**config.mk**
```make
export PLATFORM = sky130hd
export DESIGN_NAME = pla_act_pipe
export DESIGN_NICKNAME = d
export VERILOG_FILES = /design/src/rtl/pla_pkg.sv /design/src/rtl/sm_mul_trunc.sv /design/src/rtl/pla_act_pipe.sv
export SDC_FILE = /design/constraint.sdc
export NUM_CORES = 2
export LEC_CHECK = 0
export CORE_AREA = 10 10 441 443
export DETAILED_ROUTE_END_ITERATION = 10
export DIE_AREA = 0 0 451 453
export GPL_TIMING_DRIVEN = 0
export PLACE_DENSITY = 0.8
export SLEW_MARGIN = 0
export SYNTH_ARGS = -nofsm -noshare
export SYNTH_HDL_FRONTEND = slang
export SYNTH_SLANG_ARGS = --single-unit
```
**constraint.sdc**
```tcl
create_clock -name clk -period 17 [get_ports clk]
set_input_delay 3.4 -clock clk [delete_from_list [all_inputs] [get_ports clk]]
set_output_delay 3.4 -clock clk [all_outputs]
set_load 0.05 [all_outputs]
```
**src/rtl/pla_pkg.sv**
```systemverilog
// pla_pkg: format constants, config encodings, the default 9-segment softplus
// table and sign-magnitude helpers shared by the activation unit.
package pla_pkg;

    localparam int PLA_WIDTH = 32;
    localparam int PLA_FRAC  = 27;
    localparam int PLA_NSEG  = 9;
    localparam int PLA_WMAX  = 64;  // widest word the compare/normalise helpers accept

    localparam logic [PLA_WIDTH-1:0] ONE        = 32'h0800_0000;
    localparam logic [PLA_WIDTH-1:0] SM_ZERO    = 32'h0000_0000;
    localparam logic [PLA_WIDTH-1:0] SM_MAX_MAG = 32'h7FFF_FFFF;

    typedef enum logic [1:0] {
        CFG_SEL_M   = 2'd0,
        CFG_SEL_C   = 2'd1,
        CFG_SEL_BP  = 2'd2,
        CFG_SEL_RSV = 2'd3
    } cfg_sel_e;

    // Q5.27 sign-magnitude; breakpoints -3,-2,-1,-0.5,~0.385,1,2,4 (last entry is padding)
    localparam logic [31:0] DEF_M [PLA_NSEG] = '{
        32'h0040_0000, 32'h00A0_0000, 32'h0180_0000, 32'h0280_0000, 32'h0400_0000,
        32'h04C0_0000, 32'h0680_0000, 32'h0780_0000, 32'h0800_0000
    };
    localparam logic [31:0] DEF_C [PLA_NSEG] = '{
        32'h0100_0000, 32'h0240_0000, 32'h0400_0000, 32'h0500_0000, 32'h05B1_9EB2,
        32'h05B1_9EB2, 32'h0400_0000, 32'h0200_0000, 32'h0020_0000
    };
    localparam logic [31:0] DEF_BP [PLA_NSEG] = '{
        32'h9800_0000, 32'h9000_0000, 32'h8800_0000, 32'h8400_0000, 32'h0314_CCD4,
        32'h0800_0000, 32'h1000_0000, 32'h2000_0000, 32'h0000_0000
    };

    function automatic logic [PLA_WIDTH-1:0] def_entry(input cfg_sel_e sel, input int unsigned idx);
        logic [3:0] i;
        if (idx >= PLA_NSEG) return '0;
        i = idx[3:0];
        case (sel)
            CFG_SEL_M:  return DEF_M[i];
            CFG_SEL_C:  return DEF_C[i];
            CFG_SEL_BP: return DEF_BP[i];
            default:    return '0;
        endcase
    endfunction

    // a >= b on sign-magnitude values; -0 and +0 compare equal
    function automatic logic sm_ge(input logic a_s, input logic [PLA_WMAX-2:0] a_m,
                                   input logic b_s, input logic [PLA_WMAX-2:0] b_m);
        logic a_neg;
        logic b_neg;
        a_neg = a_s & (|a_m);
        b_neg = b_s & (|b_m);
        if (a_neg != b_neg) return b_neg;
        if (a_neg) return (a_m <= b_m);
        return (a_m >= b_m);
    endfunction

    function automatic logic sm_norm(input logic s, input logic [PLA_WMAX-2:0] mag);
        return s & (|mag);
    endfunction

endpackage

```
**src/rtl/sm_mul_trunc.sv**
```systemverilog
// sm_mul_trunc: sign-magnitude multiply, magnitude truncated by FRAC bits, with
// overflow flag. Saturates instead of wrapping when PLA_SAT_EN is defined.
module sm_mul_trunc
    import pla_pkg::*;
#(
    parameter int WIDTH = PLA_WIDTH,
    parameter int FRAC  = PLA_FRAC
) (
    input  logic [WIDTH-1:0] a,
    input  logic [WIDTH-1:0] b,
    output logic [WIDTH-1:0] p,
    output logic             ovf
);
    localparam int MW = WIDTH - 1;

    logic [2*MW-1:0] full;
    logic [2*MW-1:0] shifted;
    logic [MW-1:0]   mag;

    always_comb begin
        full    = (2*MW)'(a[MW-1:0]) * (2*MW)'(b[MW-1:0]);
        shifted = full >> FRAC;
        ovf     = |shifted[2*MW-1:MW];
`ifdef PLA_SAT_EN
        mag     = ovf ? '1 : shifted[MW-1:0];
`else
        mag     = shifted[MW-1:0];
`endif
        p       = {a[MW] ^ b[MW], mag};
    end

endmodule

```
**src/rtl/pla_act_pipe.sv**
```systemverilog
// pla_act_pipe: 3-stage valid/ready piecewise-linear activation y = m[k]*x + c[k]
// with a runtime-loadable table. Define PLA_SAT_EN to saturate instead of wrap.
module pla_act_pipe
    import pla_pkg::*;
#(
    parameter int WIDTH = PLA_WIDTH,
    parameter int FRAC  = PLA_FRAC,
    parameter int NSEG  = PLA_NSEG
) (
    input  logic                    clk,
    input  logic                    rst,
    input  logic                    in_valid,
    output logic                    in_ready,
    input  logic [WIDTH-1:0]        in_data,
    output logic                    out_valid,
    input  logic                    out_ready,
    output logic [WIDTH-1:0]        out_data,
    output logic                    out_ovf,
    input  logic                    cfg_we,
    input  logic [1:0]              cfg_sel,
    input  logic [$clog2(NSEG)-1:0] cfg_addr,
    input  logic [WIDTH-1:0]        cfg_data
);
    localparam int MW = WIDTH - 1;
    localparam int AW = $clog2(NSEG);
    localparam int PM = PLA_WMAX - 1;

    logic [WIDTH-1:0] m_tab  [NSEG];
    logic [WIDTH-1:0] c_tab  [NSEG];
    logic [WIDTH-1:0] bp_tab [NSEG];  // entry NSEG-1 never written nor read

    logic             stall;
    logic [AW-1:0]    seg;
    logic             s1_valid, s2_valid;
    logic [WIDTH-1:0] s1_x, s1_m, s1_c;
    logic [WIDTH-1:0] s2_p, s2_c;
    logic             s2_povf;
    logic [WIDTH-1:0] mul_p;
    logic             mul_ovf;
    logic [MW:0]      sum;
    logic [MW-1:0]    add_mag;
    logic             add_sign, add_ovf;

    // Softplus defaults only make sense in the 32-bit Q5.27 format they were built for
    function automatic logic [WIDTH-1:0] tab_default(input cfg_sel_e sel, input int unsigned idx);
        if (NSEG == PLA_NSEG && WIDTH == PLA_WIDTH) return WIDTH'(def_entry(sel, idx));
        return '0;
    endfunction

    assign stall    = out_valid & ~out_ready;
    assign in_ready = ~stall;

    always_ff @(posedge clk) begin
        if (rst) begin
            for (int unsigned i = 0; i < NSEG; i++) begin
                m_tab[i]  <= tab_default(CFG_SEL_M, i);
                c_tab[i]  <= tab_default(CFG_SEL_C, i);
                bp_tab[i] <= tab_default(CFG_SEL_BP, i);
            end
        end else if (cfg_we) begin
            case (cfg_sel)
                CFG_SEL_M:  if (int'(cfg_addr) < NSEG)     m_tab[cfg_addr]  <= cfg_data;
                CFG_SEL_C:  if (int'(cfg_addr) < NSEG)     c_tab[cfg_addr]  <= cfg_data;
                CFG_SEL_BP: if (int'(cfg_addr) < NSEG - 1) bp_tab[cfg_addr] <= cfg_data;
                default: ;
            endcase
        end
    end

    always_comb begin
        seg = '0;
        for (int unsigned i = 0; i < NSEG - 1; i++) begin
            if (sm_ge(in_data[MW], PM'(in_data[MW-1:0]), bp_tab[i][MW], PM'(bp_tab[i][MW-1:0])))
                seg = seg + AW'(1);
        end
    end

    sm_mul_trunc #(.WIDTH(WIDTH), .FRAC(FRAC)) u_mul (
        .a   (s1_x),
        .b   (s1_m),
        .p   (mul_p),
        .ovf (mul_ovf)
    );

    always_comb begin
        sum     = {1'b0, s2_p[MW-1:0]} + {1'b0, s2_c[MW-1:0]};
        add_ovf = 1'b0;
        if (s2_p[MW] == s2_c[MW]) begin
            add_sign = s2_p[MW];
            add_mag  = sum[MW-1:0];
            add_ovf  = sum[MW];
`ifdef PLA_SAT_EN
            if (sum[MW]) add_mag = '1;
`endif
        end else if (s2_p[MW-1:0] >= s2_c[MW-1:0]) begin
            add_sign = s2_p[MW];
            add_mag  = s2_p[MW-1:0] - s2_c[MW-1:0];
        end else begin
            add_sign = s2_c[MW];
            add_mag  = s2_c[MW-1:0] - s2_p[MW-1:0];
        end
    end

    always_ff @(posedge clk) begin
        if (rst) begin
            s1_valid  <= 1'b0;
            s1_x      <= '0;
            s1_m      <= '0;
            s1_c      <= '0;
            s2_valid  <= 1'b0;
            s2_p      <= '0;
            s2_povf   <= 1'b0;
            s2_c      <= '0;
            out_valid <= 1'b0;
            out_data  <= '0;
            out_ovf   <= 1'b0;
        end else if (!stall) begin
            s1_valid  <= in_valid;
            s1_x      <= in_data;
            s1_m      <= m_tab[seg];
            s1_c      <= c_tab[seg];
            s2_valid  <= s1_valid;
            s2_p      <= mul_p;
            s2_povf   <= mul_ovf;
            s2_c      <= s1_c;
            out_valid <= s2_valid;
            out_data  <= {sm_norm(add_sign, PM'(add_mag)), add_mag};
            out_ovf   <= s2_povf | add_ovf;
        end
    end

endmodule

```
======== Word-level counts from Yosys, hierarchy flattened ========
Memory sizes are Yosys's and may differ from the RTL's. A register that Yosys moved wholly into a read port is not among the register bits.
Index checks and enable logic that the tools add are counted.
storage, ports and cells
  register bits ........................... 133
  RAM bits ................................ 864
  bits of input ports ..................... 75
  output and inout port bits .............. 35
  word-level logic and storage cells ...... 218
  memories kept ........................... 3
memories
  name    depth  bits a word  rd ports  clocked after Yosys merged registers in  write ports  line                RTL
  bp_tab  9      32           8         0                                        9            pla_act_pipe.sv:30  logic [WIDTH-1:0] bp_tab [NSEG];
  c_tab   9      32           1         1                                        9            pla_act_pipe.sv:29  logic [WIDTH-1:0] c_tab [NSEG];
  m_tab   9      32           1         1                                        9            pla_act_pipe.sv:28  logic [WIDTH-1:0] m_tab [NSEG];
cells by class
  add/subtract/negate cells ............... 10
  $mul .................................... 1
  order comparisons ....................... 19
  equality and inequality tests ........... 11
  muxes and demuxes ....................... 133
  bitwise operators ....................... 15
  reduce and logical (&&, ||, !) cells .... 17
operators with widths
  operator             number
  $mux 32              30
  $reduce_or 31->1     10
  $ge 31x31->1         9
  $le 31x31->1         8
  $mux 27              6
  $mux 26              4
  $reduce_or 32->1     3
  $mux 1               73
  $mul 31x31->62       1
  $mux 31              2
  $sub 31x31->31       2
  $mux 25              2
  $mux 4               10
  $add 31x31->32       1
  $mux 30              1
  $mux 29              1
  $add 4x1->4 const B  7
  $mux 28              1
  $mux 24              1
  $mux 23              1
  $mux 22              1
  $and 1x1->1          11
  $lt 4x4->1 const B   2
  $ne 1x1->1           8
  other kinds (9)      11

======== Longest topological paths before layout ========
An unclocked memory read counts as a cell.
  depth in word-level cells ............... 23
  gate-level depth with buffers ........... 43
  gate-level depth less buffers ........... 41

======== Cells and area by module ========
A second synthesis with hierarchy kept.
unflattened totals
  cells, all modules ...................... 9620
  area, all modules ....................... 104343.8 sq um
by module, submodules not included
  module        instances  cells each  area an instance (sq um)  sequential area each (sq um)
  pla_act_pipe  1          6284        73957.2                   42380.6
  sm_mul_trunc  1          3336        30386.6                   0.0

======== Least setup slack after synthesis ========
Ideal clock, no wire load.
  path kind ............................... input-to-reg
  start ................................... input port in_data[1]
  end ..................................... register s1_m[10], read port of m_tab
  library setup time ...................... 114 ps
  arrival ................................. 10496 ps
  required time ........................... 16886 ps
  setup slack ............................. 6390 ps
  stages on the path ...................... 42
  buffers on the path ..................... 2
  path through ............................ ha_1 nor2b_1 o21ai_0 nand2b_1 a21oi_1 nor2_1 a211oi_1 o21a_1 o21ai_0 a21o_1 a221o_1 inv_1 a21oi_1 a21oi_1 a31oi_1 ha_1 a21oi_1 nand2_1 (+6 left out) ha_1 mux2_2 ha_1 mux2i_1 inv_1 ha_1 nand2_1 o21ai_1 ha_1 nand2_1 xnor2_1 xnor2_1 clkbuf_1 clkbuf_1 mux4_2 mux2i_1 o22ai_1 a21o_1
between the ends
  word-level cells in the longest chain between the ends .. 21
  elaborated cells between the ends (all ways) .. 82
  classes of those cells .................. add/sub: 7; order compare: 16; eq/ne: 8; mux: 49; bitwise: 1; reduce/logical: 1
ends and longest elaborated chain
  item                                                   line                RTL
  start, declared                                        pla_act_pipe.sv:14  input logic [WIDTH-1:0] in_data,
  branches (longest 20 deep; another with $le 31x31->1)  --
  $mux 4 (*)                                             pla_act_pipe.sv:73  if (sm_ge(in_data[MW], PM'(in_data[MW-1:0]), bp_tab[i][MW], PM'(bp_tab[i][MW-1:0])))
  end, declared                                          pla_act_pipe.sv:35  logic [WIDTH-1:0] s1_x, s1_m, s1_c;
Mark *: on every way between the ends. The select of a mux whose other input is x is not followed.
A chain may end at the register's enable or synchronous reset.

======== Worst setup path in the final report ========
  start ................................... input port in_data[24]
  end ..................................... register s1_c[28], read port of c_tab
between the ends
  word-level cells in the longest chain between the ends .. 21
  elaborated cells between the ends (all ways) .. 82
  classes of those cells .................. add/sub: 7; order compare: 16; eq/ne: 8; mux: 49; bitwise: 1; reduce/logical: 1
ends and longest elaborated chain
  item                                                   line
  branches (longest 20 deep; another with $le 31x31->1)  --
  $mux 4 (*)                                             pla_act_pipe.sv:73
  end, declared                                          pla_act_pipe.sv:35
Marked as above.

==> summary.md <==
| Metric | Value |
|---|---|
| Outcome | finished with violations |
| Violated checks | capacitance limit, slew limit |
| Tmin final | between 10 and 15 ns |
| CTS buffer count | 149 |
| Mapped Area | 0.101 mm^2 |
| Min-Delay Path Depth | 2 |
| DR pass1 iterations | 8 |
| CORE AREA | 0.185 mm^2 |
| Share of layout cells above drive strength 1 | 6.26% |
| Slowest CP cell | xnor2_1 |
| 1st-iter DRT viols | between 9000 and 10000 |
| Yosys reg bits | roughly 1500 |
| Clock insertion delay at the later pin of the skew report | 0.83 ns |
| HPWL Detailed | about 260000 um |
| Area leader, netlist | edfxtp_1 |
| Via/cell ratio | 6.06 |
| CP dominant cell by count | ha_1 |
| Drc violations | 0 |
| Period utilisation layout | 87.7% |
| Gr ovfl total | 0 |
| Final Hold Viols | 0 |
| Min-delay worst type | register to register |
| Post-synth top cells | 1289 x and2_1, 1280 x edfxtp_1, 1141 x inv_1 |
| P per Cell Area | approximately 210 mW/mm^2 |
| Post-Synth Simple-Gate Area | 14.3% |
| Most frequent cell after synthesis | and2_1 |
| WL final | 343000 um |
| Synthesized area per cell | 11.7 um^2 |
| Number of global-route vias before repair | between 70000 and 80000 |
| Slew Limit Fails | 12 |
| Crit Path Class | input pin to register |
| H-tree depth | 4 |
| Max_cap viols | 3 |
| Initial antenna violation count | 48 |
| Net Switching | approximately 12000 uW |
| First-pass GRT wire length | 495000 um |
| Element type at the critical path end | register |
| Synth top area share | 37.9% |
| Main combinational cell family by area after synthesis | adder cells |
| Remaining antenna violation count | 0 |
| Post-Synth Adder-Cell Area | 23.9% |
| Global placement routability congestion | 1.07 |
| Number of vias in the routed layout | 72900 |
| Post-synthesis sequential area ratio | 41.8% |
| Crit start category | input pin |
| Fraction of registers with async set/reset | 0% |
| Hold Buf Count CTS | 0 |
| Sequential share of power | slightly below 20% |
| Die height | between 400 and 500 um |
| Clk network pwr share | 14.1% |
| Worst endpoint data arrival time | approximately 16 ns |
| Fmax | 67.1 MHz |
| Max_slew headroom | -0.991% |
| TritonCTS clock tree | built |
| Root Buffer | clkbuf_16 |
| Total track usage | 33.1% |
| Initial Util | a little over half |
| Die ar. | 0.204 mm^2 |
| Mapped Cells | roughly 8700 |
| Synth area leaders | edfxtp_1 38%, fa_1 17%, and2_1 7.9%, ha_1 7.4%, mux4_2 5.7% |
| Clk buf depth | 3 |
| Worst Max-Slew Pin Slew | 1.51 ns |
| Post-Route Setup TNS | 0 ns |
| Post-synthesis mux area share | between 7 and 8% |
| FP Rows | 158 |
| Cts repair resizes | 0 |
| Fin nets | 10900 |
| RSZ-0062 raised after global routing | no |
| P_int | 12300 uW |
| Worst path max stage delay | 1.14 ns |
| Largest net degree at the start of global routing | 33 |
| Routed WL per cell | roughly 28 um |
| Post-synth EDFFs | 1280 |
| Comb pwr share | about two thirds |
| Final setup vio count | 0 |
| CTS clock-pin slew for the worst setup and hold paths | 0.06 ns |
| Synth Area in Compound Gates | 5.84% |
| R2r worst-path depth | 42 |
| CP Max Fanout | 10 |
| Number of library cell types mapped by synthesis | 88 |
| Worst vdd ir | 0.774 mV |
| Top_reg_cell synth | edfxtp_1 |
| Port buffer count | 108 |
| Fill cells | ~14000 |
| Sw frac | between 40% and 50% |
| Layout area overhead | 11.5% |
| Max Clock Skew | 0.0688 ns |
| Yosys warns | 0 |
| Sink Count | 1477 |
| Ports | 110 |
| # Post-CTS Setup Buffers | 0 |
| Pleak | 0.0472 uW |
| Die width | 451 um |
| Required time of the critical path | between 15 and 20 ns |
| Xor/xnor cell area share of the yosys netlist | less than 1% |
| Post-layout util | 61.2% |
## registers in the layout (all words and copies together) (netlist names), 32 cells and up
signal    flops
s1_m         32
s2_p         32
s2_c         32
m_tab       512
s1_c         32
s1_x         32
c_tab       512
out_data     32
bp_tab      256
## worst max-delay path, delay by kind of cell
kind	cells	cell delay [ns]
compound gates	16	2.94
simple gates	7	0.88
buf+inv	5	3.29
xor+xnor	2	1.30
mux	4	1.31
fa+ha+maj	7	2.44
## final timing paths
path | startpoint | to | slack (ns)
setup / recovery | in_data[24] | s1_c[28] | 2.09
hold / removal | out_data[25] | out_data[25] | 0.46
setup reg to reg | bp_tab[0][1] | s1_c[28] | 5.56
hold reg to reg | out_data[25] | out_data[25] | 0.46
## area by class of cell
| cell class | instances | area, um^2 | share of cell area, % |
|---|---|---|---|
| Multi-Input combinational cell | 6000 | 54600 | 48.2 |
| Sequential cell | 1477 | 42400 | 37.4 |
| Inverter | 1144 | 4290 | 3.79 |
| Clock buffer | 184 | 3950 | 3.49 |
| Tap cell | 2480 | 3100 | 2.74 |
| Buffer | 521 | 2180 | 1.93 |
| Timing Repair Buffer | 132 | 1590 | 1.40 |
| Clock inverter | 88 | 1030 | 0.911 |
| Antenna cell | 17 | 42.5 | 0.0376 |
## logic make-up (layout without fill, tap and decap cells)
logic type	after synthesis	count (layout)
and+or+nand+nor	2689	2689
buffers and inverters	1665	2069
DFF	1477	1477
adders and majority gates	1438	1438
AOI/OAI and AO/OA	951	951
muxes	400	400
xor gates and xnor gates	74	74
other	1	465
## metrics by stage
step | setup WS [ns] | cells | hold WS (ns) | total power [uW] | instance area [um^2]
4_1_cts | 2.61 | 12000 | 0.455 | 23700 | 113000
6_report | 2.09 | 12000 | 0.455 | 23900 | 113000
2_1_floorplan | 6.39 | 9142 | 0.426 | 14700 | 103000
3_5_place_dp | 1.81 | 11800 | 0.445 | 20200 | 108000
3_3_place_gp | 2.05 | 11700 | 0.437 | 19900 | 107000
5_1_grt | 1.91 | 12000 | 0.471 | 25300 | 113000
## power by group through the flow
stage / combinational (uW) / sequential [uW] / clock, uW
2_1_floorplan: 10100 / 4620 / 0
3_3_place_gp: 15300 / 4640 / 0
3_5_place_dp: 15600 / 4650 / 0
4_1_cts: 15800 / 4580 / 3370
5_1_grt: 17200 / 4620 / 3500
6_report: 15900 / 4600 / 3380
## layout by cell type (no fill, tap or decap), drive strengths merged, types with 82 or more instances in the layout
cell type,netlist,routed
o21ai,169,169
clkdlybuf4s50,0,108
inv,1144,1152
and2,1289,1289
nor2,172,172
mux2i,139,139
edfxtp,1280,1280
mux4,256,256
a21oi,328,328
fa,839,839
nor4,82,82
dfxtp,197,197
ha,599,599
nand4,86,86
conb,1,448
or3,91,91
nand2,742,742
clkbuf,473,657
a21o,140,140
## per-layer routing
layer / part of all wire, % / GRT usage (%)
met1: 36 / 41.6
met2: 45 / 52.1
met3: 12 / 8.64
met4: 7.2 / 19.0
met5: 0.064 / 0
(Power assumes the default switching activity.)
